===== src/rtl/instr_fetch_unit_if.sv =====
// Instruction-memory and issue-port bundle for instr_fetch_unit.
// The master modport is the fetch unit; the slave side is memory plus the downstream consumer.
interface instr_fetch_unit_if;
    logic [7:0] imem_addr;
    logic [7:0] imem_data;
    logic       out_valid;
    logic       out_ready;
    logic [3:0] out_opcode;
    logic [1:0] out_rd;
    logic [1:0] out_rs;
    logic [7:0] out_imm;
    logic       out_len2;
    logic [7:0] out_pc;
    logic       halted;
    logic       out_illegal;

    modport master (
        output imem_addr,
        input  imem_data,
        output out_valid,
        input  out_ready,
        output out_opcode,
        output out_rd,
        output out_rs,
        output out_imm,
        output out_len2,
        output out_pc,
        output halted,
        output out_illegal
    );

    modport slave (
        input  imem_addr,
        output imem_data,
        input  out_valid,
        output out_ready,
        input  out_opcode,
        input  out_rd,
        input  out_rs,
        input  out_imm,
        input  out_len2,
        input  out_pc,
        input  halted,
        input  out_illegal
    );
endinterface


===== src/rtl/instr_fetch_unit.sv =====
// Byte-serial instruction fetch and decode with a valid/ready issue port.
// Optional feature macro IFU_ILLEGAL_TRAP_EN: unknown opcodes are flagged and stop fetch.
module instr_fetch_unit #(
    parameter logic [7:0] PC_RESET = 8'h00
) (
    input  logic                clk,
    input  logic                rst_n,
    instr_fetch_unit_if.master  bus
);
    localparam int unsigned PC_W  = 8;
    localparam int unsigned OPC_W = 4;
    localparam int unsigned REG_W = 2;

    localparam logic [OPC_W-1:0] OPC_ADD   = 4'b0001;
    localparam logic [OPC_W-1:0] OPC_SUB   = 4'b0010;
    localparam logic [OPC_W-1:0] OPC_LOAD  = 4'b1001;
    localparam logic [OPC_W-1:0] OPC_STORE = 4'b1101;
    localparam logic [OPC_W-1:0] OPC_HLT   = 4'b1111;

    typedef enum logic [1:0] {
        FETCH_OP  = 2'd0,
        FETCH_IMM = 2'd1,
        ISSUE     = 2'd2,
        HALTED    = 2'd3
    } state_t;

    state_t             r_state,  w_state_nxt;
    logic [PC_W-1:0]    r_pc,     w_pc_nxt;
    logic               r_valid,  w_valid_nxt;
    logic [OPC_W-1:0]   r_opcode, w_opcode_nxt;
    logic [REG_W-1:0]   r_rd,     w_rd_nxt;
    logic [REG_W-1:0]   r_rs,     w_rs_nxt;
    logic [PC_W-1:0]    r_imm,    w_imm_nxt;
    logic               r_len2,   w_len2_nxt;
    logic [PC_W-1:0]    r_out_pc, w_out_pc_nxt;
    logic               r_halted, w_halted_nxt;
    logic               r_illegal, w_illegal_nxt;

    logic [OPC_W-1:0]   w_fetch_opc;
    logic               w_two_byte;
    logic               w_known;
    logic               w_stop;

    // Decode of the byte currently returned by memory
    assign w_fetch_opc = bus.imem_data[7:4];
    assign w_two_byte  = (w_fetch_opc == OPC_LOAD) || (w_fetch_opc == OPC_STORE);
    assign w_known     = w_two_byte || (w_fetch_opc == OPC_ADD) ||
                         (w_fetch_opc == OPC_SUB) || (w_fetch_opc == OPC_HLT);

`ifdef IFU_ILLEGAL_TRAP_EN
    assign w_stop = (r_opcode == OPC_HLT) || r_illegal;
`else
    assign w_stop = (r_opcode == OPC_HLT);
`endif

    always_ff @(posedge clk or negedge rst_n) begin
        if (!rst_n) begin
            r_state   <= FETCH_OP;
            r_pc      <= PC_RESET;
            r_valid   <= 1'b0;
            r_opcode  <= '0;
            r_rd      <= '0;
            r_rs      <= '0;
            r_imm     <= '0;
            r_len2    <= 1'b0;
            r_out_pc  <= '0;
            r_halted  <= 1'b0;
            r_illegal <= 1'b0;
        end else begin
            r_state   <= w_state_nxt;
            r_pc      <= w_pc_nxt;
            r_valid   <= w_valid_nxt;
            r_opcode  <= w_opcode_nxt;
            r_rd      <= w_rd_nxt;
            r_rs      <= w_rs_nxt;
            r_imm     <= w_imm_nxt;
            r_len2    <= w_len2_nxt;
            r_out_pc  <= w_out_pc_nxt;
            r_halted  <= w_halted_nxt;
            r_illegal <= w_illegal_nxt;
        end
    end

    // Next-state and next-output logic; everything holds unless a state acts on it
    always_comb begin
        w_state_nxt   = r_state;
        w_pc_nxt      = r_pc;
        w_valid_nxt   = r_valid;
        w_opcode_nxt  = r_opcode;
        w_rd_nxt      = r_rd;
        w_rs_nxt      = r_rs;
        w_imm_nxt     = r_imm;
        w_len2_nxt    = r_len2;
        w_out_pc_nxt  = r_out_pc;
        w_halted_nxt  = r_halted;
        w_illegal_nxt = r_illegal;

        case (r_state)
            FETCH_OP: begin
                w_opcode_nxt = w_fetch_opc;
                w_rd_nxt     = bus.imem_data[3:2];
                w_rs_nxt     = bus.imem_data[1:0];
                w_imm_nxt    = '0;
                w_len2_nxt   = 1'b0;
                w_out_pc_nxt = r_pc;
`ifdef IFU_ILLEGAL_TRAP_EN
                w_illegal_nxt = !w_known;
`else
                w_illegal_nxt = 1'b0;
`endif
                w_pc_nxt     = r_pc + PC_W'(1);
                if (w_two_byte) begin
                    w_state_nxt = FETCH_IMM;
                end else begin
                    w_state_nxt = ISSUE;
                    w_valid_nxt = 1'b1;
                end
            end
            FETCH_IMM: begin
                w_imm_nxt   = bus.imem_data;
                w_len2_nxt  = 1'b1;
                w_pc_nxt    = r_pc + PC_W'(1);
                w_state_nxt = ISSUE;
                w_valid_nxt = 1'b1;
            end
            ISSUE: begin
                if (bus.out_ready) begin
                    w_valid_nxt = 1'b0;
                    if (w_stop) begin
                        w_state_nxt  = HALTED;
                        w_halted_nxt = 1'b1;
                    end else begin
                        w_state_nxt  = FETCH_OP;
                    end
                end
            end
            HALTED: begin
                w_valid_nxt  = 1'b0;
                w_halted_nxt = 1'b1;
            end
            default: begin
                w_state_nxt = FETCH_OP;
            end
        endcase
    end

    assign bus.imem_addr  = r_pc;
    assign bus.out_valid  = r_valid;
    assign bus.out_opcode = r_opcode;
    assign bus.out_rd     = r_rd;
    assign bus.out_rs     = r_rs;
    assign bus.out_imm    = r_imm;
    assign bus.out_len2   = r_len2;
    assign bus.out_pc     = r_out_pc;
    assign bus.halted     = r_halted;
`ifdef IFU_ILLEGAL_TRAP_EN
    assign bus.out_illegal = r_illegal;
`else
    assign bus.out_illegal = 1'b0;
`endif

endmodule


===== src/flat_wrapper.sv =====
// flat-port wrapper written by rule: the top's interface ports become plain ports
module instr_fetch_unit_flat 
#(
    parameter logic [7:0] PC_RESET = 8'h00
)
  (clk, rst_n, bus_imem_addr, bus_imem_data, bus_out_valid, bus_out_ready, bus_out_opcode, bus_out_rd, bus_out_rs, bus_out_imm, bus_out_len2, bus_out_pc, bus_halted, bus_out_illegal);
  instr_fetch_unit_if bus_i ();
  input  logic clk;
  input  logic rst_n;
  output wire logic [$bits(bus_i.imem_addr)-1:0] bus_imem_addr;
  input wire logic [$bits(bus_i.imem_data)-1:0] bus_imem_data;
  output wire logic [$bits(bus_i.out_valid)-1:0] bus_out_valid;
  input wire logic [$bits(bus_i.out_ready)-1:0] bus_out_ready;
  output wire logic [$bits(bus_i.out_opcode)-1:0] bus_out_opcode;
  output wire logic [$bits(bus_i.out_rd)-1:0] bus_out_rd;
  output wire logic [$bits(bus_i.out_rs)-1:0] bus_out_rs;
  output wire logic [$bits(bus_i.out_imm)-1:0] bus_out_imm;
  output wire logic [$bits(bus_i.out_len2)-1:0] bus_out_len2;
  output wire logic [$bits(bus_i.out_pc)-1:0] bus_out_pc;
  output wire logic [$bits(bus_i.halted)-1:0] bus_halted;
  output wire logic [$bits(bus_i.out_illegal)-1:0] bus_out_illegal;
  assign bus_imem_addr = bus_i.imem_addr;
  assign bus_i.imem_data = bus_imem_data;
  assign bus_out_valid = bus_i.out_valid;
  assign bus_i.out_ready = bus_out_ready;
  assign bus_out_opcode = bus_i.out_opcode;
  assign bus_out_rd = bus_i.out_rd;
  assign bus_out_rs = bus_i.out_rs;
  assign bus_out_imm = bus_i.out_imm;
  assign bus_out_len2 = bus_i.out_len2;
  assign bus_out_pc = bus_i.out_pc;
  assign bus_halted = bus_i.halted;
  assign bus_out_illegal = bus_i.out_illegal;
  instr_fetch_unit #(.PC_RESET(PC_RESET)) u_core (.clk(clk), .rst_n(rst_n), .bus(bus_i));
endmodule

===== config.mk =====
export PLATFORM = sky130hd
export DESIGN_NAME = instr_fetch_unit_flat
export DESIGN_NICKNAME = d
export VERILOG_FILES = /design/src/rtl/instr_fetch_unit_if.sv /design/src/rtl/instr_fetch_unit.sv /design/src/flat_wrapper.sv
export SDC_FILE = /design/constraint.sdc
export NUM_CORES = 1
export LEC_CHECK = 0
export ABC_AREA = 1
export CAP_MARGIN = 10
export CORE_MARGIN = 2
export CORE_UTILIZATION = 40
export CTS_BUF_LIST = sky130_fd_sc_hd__clkbuf_16
export CTS_CLUSTER_DIAMETER = 200
export DETAILED_ROUTE_END_ITERATION = 10
export GPL_ROUTABILITY_DRIVEN = 0
export PLACE_DENSITY = 0.75
export SLEW_MARGIN = 30
export SYNTH_ARGS = -nofsm -noshare
export SYNTH_HDL_FRONTEND = slang
export SYNTH_SLANG_ARGS = --single-unit

===== constraint.sdc =====
create_clock -name clk -period 1.35 [get_ports clk]
set_clock_uncertainty 0.15 [all_clocks]
set_input_delay 0.3375 -clock clk [delete_from_list [all_inputs] [get_ports clk]]
set_output_delay 0.3375 -clock clk [all_outputs]
set_load 0.01 [all_outputs]

==> results of run 1 <==
logic make-up after synthesis:
logic type               synth area share, %
adder cells (fa/ha/maj)                 3.85
flip-flops                              57.0
AND/OR/NAND/NOR                         22.7
buffers and inverters                   6.63
AO/OA/AOI/OAI                           7.47
other                                  0.231
XOR/XNOR                                2.16
worst min-delay path by stage:
stage	start	end	slack, ns	cells after the start
after CTS	u_core.bus.out_rs[1]	u_core.bus.out_rs[1]	0.32	2
after floorplan	rst_n	u_core.bus.halted	-0.11	0
after global placement	rst_n	u_core.bus.out_valid	0.16	2
after global routing	u_core.bus.out_pc[7]	u_core.bus.out_pc[7]	0.33	2
final	u_core.bus.out_rs[1]	u_core.bus.out_rs[1]	0.31	2
after detailed placement	rst_n	u_core.bus.out_valid	0.17	2
layout make-up:
class,instances,area [um2],area share (%)
clock buffers,5,125,4.97
inverters,18,70.1,2.78
clock inverters,3,13.8,0.546
flip-flops and latches,37,927,36.8
multi-input cells,118,706,28.0
well taps,50,62.6,2.48
repair buffers,83,616,24.4
metal layers:
metal / vias to the layer above / GRT usage [%] / share of wire (%)
met4: 0 / 6.89 / 0.80
met5: - / 0 / 0
met2: 49 / 31.1 / 50
met1: 715 / 22.6 / 43
li1: 730 / - / -
met3: 4 / 3.00 / 6.1
power breakdown:
part           internal, uW  switching, uW  leakage, uW
Combinational          1640           1860     0.000814
Clock                   669            403    0.0000748
Sequential             1550            233     0.000470
Total                  3850           2490      0.00136
sequential cells by signal (all words and copies together), names as in the netlist:
signal	cells
u_core.bus.halted	1
u_core.bus.imem_addr	8
u_core.bus.out_imm	8
u_core.bus.out_len2	1
u_core.bus.out_opcode	4
u_core.bus.out_pc	8
u_core.bus.out_rd	2
u_core.bus.out_rs	2
u_core.bus.out_valid	1
u_core.r_state	2
critical path, cell delays in order, from the launching register on:
cell and delay (ns):
dfrtp_2 0.45, inv_4 0.09, ha_4 0.17, nor2_4 0.07, buf_4 0.14, nor3_4 0.12, nand2_1 0.07, nand2_1 0.07
nand2_1 0.05
layout by cell type (no fill, tap or decap):
cell type / n
a22o_1: 6
clkbuf_16: 6
buf_12: 2
buf_4: 30
buf_2: 36
dfrtp_1: 36
nor2_4: 5
clkdlybuf4s50_1: 9
nor3_1: 2
inv_4: 1
nand4_1: 4
inv_2: 4
nor2_1: 4
buf_6: 4
nand3b_1: 1
nor2_2: 1
conb_1: 1
nand2_2: 6
xor2_1: 4
nor3_4: 1
dfrtp_2: 1
ha_4: 4
nand2_1: 62
o21ai_0: 4
ha_1: 1
nand3_1: 3
dlygate4sd3_1: 1
clkinv_2: 2
o21ai_2: 2
inv_1: 14
a21oi_2: 2
o21ai_1: 5
metrics by stage:
step	TNS, ns	utilization, %
final	-1.53	63.9
after floorplan	-0.396	-
after detailed placement	-2.86	58.8
after CTS	-0.956	60.8
after global placement	-1.36	58.8
after global routing	-2.52	63.9
repair_timing:
item | 4_1_cts | 5_1_grt
pin swaps | 5 | 12
resized for setup | 155 | 22
hold endpoints to repair | 37 | 0
hold buffers | 1 | 0
setup endpoints to repair | 69 | 37
gates cloned | 0 | 1
buffers inserted | 7 | 4
==> metrics.cfg, run 1 <==
[yosys]
yosysSeqAreaShare_pct = 57.0
post-synth-top-area-cell = dfrtp_1
yosysUniqueCellTypes = 22
synth.area.top_cells = dfrtp_1 (57%), nand2_1 (15%), ha_1 (3.9%)
netlist_top_cells_count = nand2_1 (67), dfrtp_1 (37), inv_1 (16)
synth_cells = 180
synth.most_common_cell = nand2_1
ys_ff_latch = 37
synth-edff-count = 0
netlist_area_um2 = 1620
synth_nets = 196
synth_top_area_share_pct = 57.0
yosysWarnings = 0
ys.flop_type = dfrtp_1
avgSynthCellArea_um2 = 9.02
async_flop_share_pct = 100

[cells_and_area]
drive_gt1_share_pct = 40.5
final_cell_area_um2 = 2520
diodes = 0
n_fill_cell = 337
fin_cells = 314
area_growth_pct = 55.2
final_nets = 279

[clocking]
cts.sinks = 37
clock_latency_ns = 0.27
htreeDepth = 2
tritoncts = yes
numCtsBuffers = 5
clockBufferDepth = 2
clk_pin_slew_ns = 0.06
root_buffer = clkbuf_16

[drt]
first_pass_iters = 4
drtIter0Drc = 77
ant_nets = 0
detail_route.wl_per_cell_um = 13.2
wirelength_um = 4140
viasPerCell = 4.77
vias = 1498
drc_errors = 0

[floorplanning]
rows = 23
initial_core_util_pct = 41.2
fp.coreArea_um2 = 3940
chipWidth_um = 67.7
die_y_um = 67.7
die-area_um2 = 4590
ios = 47

[global_routing]
grt_pass1_vias = 1390
track_usage_pct = 18.1
grt_pass1_wl_um = 6090
overflow = 0
grt_max_degree = 38
antenna_found_initial = 0

[sta]
hold_violations = 0
hold_slack_ns = 0.311
fin_crit_sh_pct = 111
fmax_mhz = 669
rsz0062_at_grt = true
timing.final.crit_period_ns = 1.49
setup_ws_ns = -0.145
setup_viol = 19
maxSlewViolCount = 0

[power]
ir_worst_vdd_v = 0.00129
power.total_uw = 6350
p_leak_uw = 0.00136
power_density_nw_per_um2 = 2520

[worst_setup_path]
start_kind = register
required_ns = 1.36
r2r_slack_ns = -0.14
crit_type = reg2reg
timing.rr.start = u_core.r_state[0]
cp_max_fo = 6
arrival_ns = 1.51
endpoint = u_core.bus.imem_addr[7]
r2r_cells = 8
regToRegEndpoint = u_core.bus.imem_addr[7]
critPathCaptureType = register
crit_path_start = u_core.r_state[0]

[place]
place_ws_ns = -0.228
place_area_um2 = 2320
dp.cells = 295
dp_hpwl_um = 2690
numPortBuffers = 45

[worst_hold_path]
hp-class = reg2reg

[outcome]
violations = setup timing
status = complete, but fails checks

[run]
cap_violations = 0

No activity file was read; power rests on OpenSTA's default activity.
==> run 2: changes to the inputs <==
- CELL_PAD_IN_SITES_DETAIL_PLACEMENT: unset -> 1
- CELL_PAD_IN_SITES_GLOBAL_PLACEMENT: unset -> 1
- CORE_UTILIZATION: 40 -> 31
- PLACE_DENSITY: 0.75 -> 0.78
==> run 2 against run 1 <==
  * The flow still finishes with violations (setup timing)
  * Register-to-register slack worse by 0.04 ns
  * Wire length up 27%
  * Fmax fell by 2.7%
  * Critical endpoint is now u_core.bus.imem_addr[0]
  * Largest cell class unchanged
==> metrics.cfg, run 2 (synthesis results as in run 1) <==
[sta]
timing.final.crit_period_ns = 1.54  ; +0.0414 ns
setup_ws_ns = -0.186  ; -0.0414 ns
tns_ns = -3.29  ; -1.76 ns
setup_viol = 36  ; +17
rsz0062_at_grt = true
fmax_mhz = 651  ; -2.7%
fin_crit_sh_pct = 114  ; +3.1 points
maxSlewViolCount = 0  ; unchanged
hold_violations = 0  ; unchanged

[power]
ir_worst_vdd_v = 0.000868  ; -33%
power.total_uw = 6890  ; +8.5%
power_density_nw_per_um2 = 2590  ; +2.7%
p_leak_uw = 0.00142  ; +4.3%

[worst_setup_path]
crit_type = reg2reg
cp_max_fo = 7  ; +1
critPathCaptureType = register
required_ns = 1.39  ; +0.03 ns
r2r_cells = 5  ; -3
r2r_slack_ns = -0.19  ; -0.04 ns
arrival_ns = 1.58  ; +0.07 ns
start_kind = register

[drt]
viasPerCell = 4.56  ; -4.5%
drc_errors = 0  ; unchanged
detail_route.wl_per_cell_um = 15.3  ; +16%
drtIter0Drc = 98  ; +27%
wirelength_um = 5270  ; +27%
first_pass_iters = 4  ; unchanged
vias = 1567  ; +4.6%
ant_nets = 0  ; unchanged

[global_routing]
grt_max_degree = 28  ; -26%
overflow = 0  ; unchanged
grt_pass1_vias = 1640  ; +18%
antenna_found_initial = 0  ; unchanged
track_usage_pct = 17.6  ; -0.52 points
grt_pass1_wl_um = 8190  ; +35%

[clocking]
clock_latency_ns = 0.28  ; about the same
cts.sinks = 37  ; unchanged
htreeDepth = 2  ; unchanged
clk_pin_slew_ns = 0.05  ; about the same
root_buffer = clkbuf_16
numCtsBuffers = 5  ; unchanged
tritoncts = yes
clockBufferDepth = 2  ; unchanged

[place]
dp_hpwl_um = 3220  ; +20%
numPortBuffers = 45  ; unchanged

[floorplanning]
die_y_um = 76.4  ; +13%
rows = 26  ; +13%
ios = 47  ; unchanged
initial_core_util_pct = 32.0  ; -9.2 points
fp.coreArea_um2 = 5070  ; +29%
chipWidth_um = 76.4  ; +13%
die-area_um2 = 5830  ; +27%

[cells_and_area]
drive_gt1_share_pct = 44.9  ; +4.4 points
mostFrequentLayoutCells = nand2_1 (58), buf_4 (39), buf_2 (36), dfrtp_1 (36), inv_1 (13)
diodes = 0  ; unchanged
area_growth_pct = 63.9
final_nets = 289  ; +3.6%
layout_commonest_cell = nand2_1

[run]
cap_violations = 0  ; unchanged

[worst_hold_path]
worstHoldPathCells = 2  ; unchanged
hp-class = reg2reg

[outcome]
violations = setup timing
status = complete, but fails checks

## run 2: area by class of cell
type,count,area [um2]
Clock buffer,5,125
Clock inverter,3,12.5
Fill cell,620,2410
Inverter,18,77.6
Multi-Input combinational cell,118,737
Sequential cell,37,927
Tap cell,70,87.6
Timing Repair Buffer,93,694
## run 2: timing repair
item	4_1_cts	5_1_grt
gates cloned	0	1
hold buffers	1	0
hold endpoints to repair	10	0
setup buffers	7	9
pin swaps	5	8
setup endpoints to repair	71	35
resized for setup	156	36
## run 2: report_power, final
group	switching (uW)	internal (uW)	total, uW	leakage, uW
registers	236	1550	1780	0.000470
logic	2100	1910	4010	0.000879
clock network	429	667	1100	0.0000687
## run 2: through the flow
stage	hold slack (ns)	area (um2)	worst slack [ns]	instances	utilization, %
finish	0.313	2660	-0.186	344	52.4
global route	0.350	2660	-0.258	344	52.4
CTS	0.321	2460	-0.160	335	48.4
detailed placement	0.0869	2380	-0.269	320	46.9
global placement	0.0821	2380	-0.203	320	46.9
floorplan	-0.108	1640	-0.0402	180	-
## run 2: layer usage
layer	global-route usage [%]	vias up	wire length, um	share of wire (%)
met1	20.9	775	2270	43
met5	0	-	0	0
li1	-	750	-	-
met2	30.4	34	2760	52
met3	3.67	8	172	3.3
met4	8.18	0	67	1.3
## run 2: critical path, cell delays in order (launching register included)
cell and delay (ns):
dfrtp_2 0.45, ha_4 0.19, nor2_4 0.23, buf_4 0.16
buf_6 0.09, xor2_1 0.17
## run 2: final timing paths
| check | to | from |
|---|---|---|
| hold / removal | u_core.bus.out_pc[4] | u_core.bus.out_pc[4] |
| setup reg to reg | u_core.bus.imem_addr[0] | u_core.r_state[0] |
| hold reg to reg | u_core.bus.out_pc[4] | u_core.bus.out_pc[4] |
| setup / recovery | u_core.bus.imem_addr[0] | u_core.r_state[0] |
| min in group asynchronous | u_core.bus.halted | rst_n |
| max in group asynchronous | u_core.r_state[0] | rst_n |
